## config.mk

```make
export PLATFORM = sky130hd
export DESIGN_NAME = eu_insn_fetch
export DESIGN_NICKNAME = d
export VERILOG_FILES = /design/src/rtl/eu_insn_fetch.sv
export SDC_FILE = /design/constraint.sdc
export NUM_CORES = 1
export LEC_CHECK = 0
export ABC_CLOCK_PERIOD_IN_PS = 3800
export CORE_UTILIZATION = 40
export DETAILED_ROUTE_END_ITERATION = 10
export PLACE_DENSITY = 0.69
export SLEW_MARGIN = 40
export SYNTH_ARGS = -nofsm -noshare
export SYNTH_HDL_FRONTEND = slang
export SYNTH_SLANG_ARGS = --single-unit
```

## constraint.sdc

```tcl
create_clock -name clk -period 3.8 [get_ports clk]
set_clock_uncertainty 0.05 [all_clocks]
set_input_delay 0.95 -clock clk [delete_from_list [all_inputs] [get_ports clk]]
set_output_delay 0.95 -clock clk [all_outputs]
set_load 0.03 [all_outputs]
```

## src/rtl/eu_insn_fetch.sv

```systemverilog
// eu_insn_fetch: program sequencer that streams framed instruction words from
// a 1-cycle-latency program SRAM to the EU through a small prefetch FIFO.
// Optional stall performance counter enabled by defining EU_FETCH_PERF_EN.
module eu_insn_fetch #(
   parameter int INSN_W     = 32,
   parameter int ADDR_W     = 12,
   parameter int FIFO_DEPTH = 2
) (
   input  logic              clk,
   input  logic              rst_n,
   input  logic              start,
   input  logic              abort,
   input  logic [ADDR_W-1:0] base_addr,
   output logic              mem_req,
   output logic [ADDR_W-1:0] mem_addr,
   input  logic [INSN_W-1:0] mem_rdata,
   output logic              insn_valid,
   input  logic              insn_ready,
   output logic [INSN_W-1:0] insn_data,
   output logic              busy,
   output logic              done,
   output logic              error_valid,
   output logic [7:0]        error_code,
   output logic [15:0]       insn_cnt,
   output logic [31:0]       stall_cycles
);
   localparam int PW = $clog2(FIFO_DEPTH);
   // EU ISA opcode and error encodings
   localparam logic [7:0] OPC_NOP            = 8'h00;
   localparam logic [7:0] OPC_END            = 8'h01;
   localparam logic [7:0] OPC_CONV3X3        = 8'h10;
   localparam logic [7:0] OPC_GEMM           = 8'h11;
   localparam logic [7:0] OPC_POOL2D         = 8'h12;
   localparam logic [7:0] OPC_UNPOOL2D       = 8'h13;
   localparam logic [7:0] OPC_CONCAT_C       = 8'h14;
   localparam logic [7:0] OPC_ACT_QUANT      = 8'h15;
   localparam logic [7:0] ERR_INVALID_OPCODE = 8'h01;
   localparam logic [7:0] ERR_ADDR_OVF       = 8'hA0;

   typedef enum logic [2:0] {IDLE, FETCH, DRAIN, DONE, ERR} state_t;

   state_t            state, state_nxt;
   logic [ADDR_W:0]   addr;
   logic              inflight;
   logic [2:0]        word_left;
   logic [PW:0]       cnt, cnt_nxt;
   logic [PW-1:0]     wr_ptr, rd_ptr;
   logic [INSN_W:0]   fifo [FIFO_DEPTH];
   logic [7:0]        err_code;
   logic              pop, push, is_op, len1, len8, bad, is_end, last;
   logic              credit, want, ovf, start_ok, head_last;
   logic [7:0]        opc;

   assign insn_valid  = (cnt != '0);
   assign {head_last, insn_data} = fifo[rd_ptr];
   assign mem_addr    = addr[ADDR_W-1:0];
   assign busy        = (state == FETCH) || (state == DRAIN);
   assign done        = (state == DONE);
   assign error_valid = (state == ERR);
   assign error_code  = err_code;

   // Framing of the returning word, request credit and next-state selection
   always_comb begin
      pop       = insn_valid && insn_ready;
      opc       = mem_rdata[7:0];
      is_op     = (word_left == 3'd0);
      len1      = (opc == OPC_NOP) || (opc == OPC_END);
      len8      = opc inside {OPC_CONV3X3, OPC_GEMM, OPC_POOL2D, OPC_UNPOOL2D, OPC_CONCAT_C, OPC_ACT_QUANT};
      bad       = inflight && is_op && !len1 && !len8;
      is_end    = inflight && is_op && (opc == OPC_END);
      push      = inflight && !bad;
      last      = is_op ? len1 : (word_left == 3'd1);
      credit    = (32'(cnt) + 32'(inflight)) < (32'(FIFO_DEPTH) + 32'(pop));
      want      = (state == FETCH) && !abort && !bad && !is_end && credit;
      ovf       = want && addr[ADDR_W];
      mem_req   = want && !addr[ADDR_W];
      cnt_nxt   = cnt + {{PW{1'b0}}, push} - {{PW{1'b0}}, pop};
      start_ok  = start && !abort && (state inside {IDLE, DONE, ERR});
      state_nxt = state;
      if (abort)
         state_nxt = IDLE;
      else if (start_ok)
         state_nxt = FETCH;
      else if (state == FETCH && (bad || is_end || ovf))
         state_nxt = DRAIN;
      else if (state == DRAIN && cnt_nxt == '0)
         state_nxt = (err_code != 8'd0 || bad) ? ERR : DONE;
   end

   // Sequencer state, address, framing, FIFO pointers and counters
   always_ff @(posedge clk or negedge rst_n) begin
      if (!rst_n) begin
         state     <= IDLE;
         addr      <= '0;
         inflight  <= 1'b0;
         word_left <= 3'd0;
         cnt       <= '0;
         wr_ptr    <= '0;
         rd_ptr    <= '0;
         err_code  <= 8'd0;
         insn_cnt  <= 16'd0;
      end else begin
         state    <= state_nxt;
         inflight <= mem_req;
         if (abort) begin
            cnt       <= '0;
            wr_ptr    <= '0;
            rd_ptr    <= '0;
            word_left <= 3'd0;
            err_code  <= 8'd0;
         end else begin
            cnt <= cnt_nxt;
            if (push) begin
               wr_ptr    <= wr_ptr + 1'b1;
               word_left <= is_op ? (len8 ? 3'd7 : 3'd0) : word_left - 3'd1;
            end
            if (pop)
               rd_ptr <= rd_ptr + 1'b1;
            if (mem_req)
               addr <= addr + 1'b1;
            if (bad && err_code == 8'd0)
               err_code <= ERR_INVALID_OPCODE;
            else if (ovf)
               err_code <= ERR_ADDR_OVF;
            if (start_ok) begin
               addr      <= {1'b0, base_addr};
               word_left <= 3'd0;
               err_code  <= 8'd0;
               insn_cnt  <= 16'd0;
            end else if (pop && head_last && insn_cnt != 16'hFFFF) begin
               insn_cnt <= insn_cnt + 16'd1;
            end
         end
      end
   end

   // FIFO storage: each entry carries its end-of-instruction flag
   always_ff @(posedge clk or negedge rst_n) begin
      if (!rst_n) begin
         for (int i = 0; i < FIFO_DEPTH; i++)
            fifo[i] <= '0;
      end else if (push && !abort) begin
         fifo[wr_ptr] <= {last, mem_rdata};
      end
   end

`ifdef EU_FETCH_PERF_EN
   logic [31:0] stall_q;
   assign stall_cycles = stall_q;
   // Count cycles where the EU back-pressures or fetch starves the EU
   always_ff @(posedge clk or negedge rst_n) begin
      if (!rst_n)
         stall_q <= 32'd0;
      else if (start_ok)
         stall_q <= 32'd0;
      else if (((insn_valid && !insn_ready) || (state == FETCH && !insn_valid)) && stall_q != 32'hFFFF_FFFF)
         stall_q <= stall_q + 32'd1;
   end
`else
   assign stall_cycles = 32'd0;
`endif
endmodule
```

==> results.cfg <==
[outcome]
status = finished, final reports clean

[synthesis]
synthTopCellsByArea = dfrtp_1, mux2_1, buf_4, mux2_2, a2111oi_4
synth_cell_type_count = 59
synth_area_leader_cell = dfrtp_1
synthDominantCellAreaShare_pct = 45.5
synth_area_um2 = 5950
async_flop_share_pct = 100
synth_edf_count = 0
synth_flop_cell = dfrtp_1
yosys_register_bits = 108
synthCells = 513
ys_warn_count = 0
yosysSeqAreaShare_pct = 45.5
avgSynthCellArea_um2 = 11.6

[place]
dp_slack_ps = 21.8
gp_congestion = 0.798
io_buffers = 116
hpwl_um = 9030

[clock_tree]
post_cts_buffers = 0
cts_tree = done
cts-root-buf = clkbuf_16
hold_buffers = 0
ctsResizeCount = 0
cts_buffers = 9
clockBufferDepth = 2
clk_pin_slew_ps = 70
htreeDepth = 3
clock-sinks = 108
clock_latency_ps = 350

[worst_setup_path]
crit_arrival_ps = 2660
path_max_fanout = 4
critPathLaunchType = input pin
crit_type = input pin to output pin
required_ps = 2800
cp-end-kind = output pin

[floorplan]
rows = 44
design.core.area_um2 = 14500
die_h_um = 124
io_pins = 154
die_w_um = 124
start_util_pct = 40.9
die_area_um2 = 15400

[timing]
fin_crit_sh_pct = 96.3
fin_ws_ps = 142
hold_violations = 0
rsz0062_at_grt = no
slew_violations = 0
worstMarginPinSlew_ps = 649
setup_tns_ps = 0
min_period_ps = 3660
max_freq_mhz = 273
setup_viol_count_final = 0
max_slew_margin_pct = 56.7

[power_and_ir_drop]
p_leak_uw = 0.00344
switching_share_pct = 31.0
p_sw_uw = 913
p_total_uw = 2950
seq_power_share_pct = 43.4
power.share.clock_pct = 31.7
power_density_nw_per_um2 = 392
intPower_uw = 2030
ir_drop_uv = 225
combinationalPowerShare_pct = 24.9

[grt]
grt_usage_pct = 17.3
grt_pass1_vias = 4145
grt.overflow.total = 0
antenna_found_initial = 0
grt_max_degree = 82
grt_pass1_wl_um = 20400

[route]
dr_total_vias = 4121
wl_per_cell_um = 15.4
drt_iter0_markers = 154
viasPerCell = 5.04
dr.pass1.iters = 4
wirelength_um = 12600
route.detailed.drc = 0
antenna_left = 0

[finish]
nNetsFinal = 687
drive_gt1_share_pct = 15.3
seq_area_um2 = 2700
diodes = 0
fillers = 1247
multiInputGateArea_um2 = 2850
area_delta_synth_final_pct = 26.5

[hold_path]
holdCritPathClass = input pin to asynchronous set/reset pin

[flow_run]
drv_cap = 0
## worst max-delay path: stages
cell and delay [ps]:
clkdlybuf4s50_1 510, nor4_4 360, o221ai_2 220, a2111oi_4 390
buf_4 230
## routing by layer
layer / wire [um] / global-route usage [%] / part of all wire, % / vias up
li1: - / - / - / 1974
met1: 5740 / 22.3 / 45 / 2027
met2: 6070 / 28.7 / 48 / 105
met3: 587 / 3.16 / 4.7 / 15
met4: 223 / 7.07 / 1.8 / 0
met5: 0 / 0 / 0 / -
## power groups by stage
| stage | Clock [uW] | Combinational (uW) | Sequential, uW |
|---|---|---|---|
| detailed placement | 0 | 736 | 1300 |
| global route | 1010 | 792 | 1290 |
| finish | 933 | 735 | 1280 |
| global placement | 0 | 723 | 1300 |
| floorplan | 0 | 537 | 1280 |
| CTS | 960 | 740 | 1280 |
## cell type report
class | count | area share, %
multi-input combinational | 357 | 37.9
sequential | 108 | 35.9
timing repair buffer | 140 | 18.5
tap | 184 | 3.06
clock buffer | 9 | 2.99
clock inverter | 6 | 0.882
inverter | 13 | 0.649
## worst paths after layout
kind	slack, ps	cells past startpoint	end	from
worst max-delay path	140	5	mem_req	mem_rdata[3]
worst min-delay path	420	1	fifo[7]$_DFFE_PN0P_	rst_n
worst max register to register	1040	13	state[0]$_DFFE_PN0P_	word_left[0]$_DFFE_PN0P_
worst min register to register	440	1	fifo[41]$_DFFE_PN0P_	fifo[41]$_DFFE_PN0P_
max in group asynchronous	2460	3	insn_cnt[1]$_DFFE_PN0P_	rst_n
min in group clk	440	1	fifo[41]$_DFFE_PN0P_	fifo[41]$_DFFE_PN0P_
## flip-flops by register name, summed over array words and instances, names as in the netlist
signal and count:
word_left 3, inflight 1, error_code 2, cnt 2, insn_cnt 16, state 3, wr_ptr 1, fifo 66
rd_ptr 1, addr 13
## cells in the final DEF (no fill, tap or decap), types with 4 or more instances in the layout
cell / count
clkdlybuf4s50_1: 114
nor3_1: 7
dfrtp_1: 108
nor4_1: 4
o21ai_1: 7
and3_1: 5
xor2_1: 5
ha_1: 9
nand3_1: 12
mux2_2: 35
conb_1: 37
mux2_1: 63
mux2i_1: 7
xnor2_1: 17
nand2_1: 24
a2111oi_4: 6
a21oi_1: 10
and2_1: 9
nor2_1: 33
buf_4: 20
nand4_1: 11
inv_1: 13
nand2b_1: 5
clkbuf_16: 9
## cell families after synthesis
family / synth area share (%)
AO/OA/AOI/OAI: 8.38
XOR/XNOR: 3.24
adder cells (fa/ha/maj): 1.89
buffers and inverters: 8.94
flip-flops: 45.5
multiplexers: 19.7
other: 0.0631
AND/OR/NAND/NOR: 12.3
## per-stage QoR
step / area (um2) / util, % / instances / hold slack [ps]
4_1_cts: 7490 / 51.6 / 816 / 444
5_1_grt: 7520 / 51.7 / 817 / 434
3_3_place_gp: 7190 / 49.4 / 800 / 418
3_5_place_dp: 7200 / 49.6 / 801 / 428
6_report: 7520 / 51.7 / 817 / 417
2_1_floorplan: 6080 / - / 549 / 409
## synthesized netlist by cell type, drive strengths merged, types with 3 or more instances
cell type	n
nand2	26
nand3	13
mux2i	7
dfrtp	108
nor2	33
a311oi	3
nand2b	5
and2	9
mux2	98
nor3b	4
a2111oi	9
nand4	11
clkbuf	10
xnor2	17
a21oi	10
nor2b	4
nor4	6
and3	5
o21ai	9
ha	9
xor2	5
nor3	7
inv	13
a31oi	3
buf	61
Power figures use the tool's default switching activity.
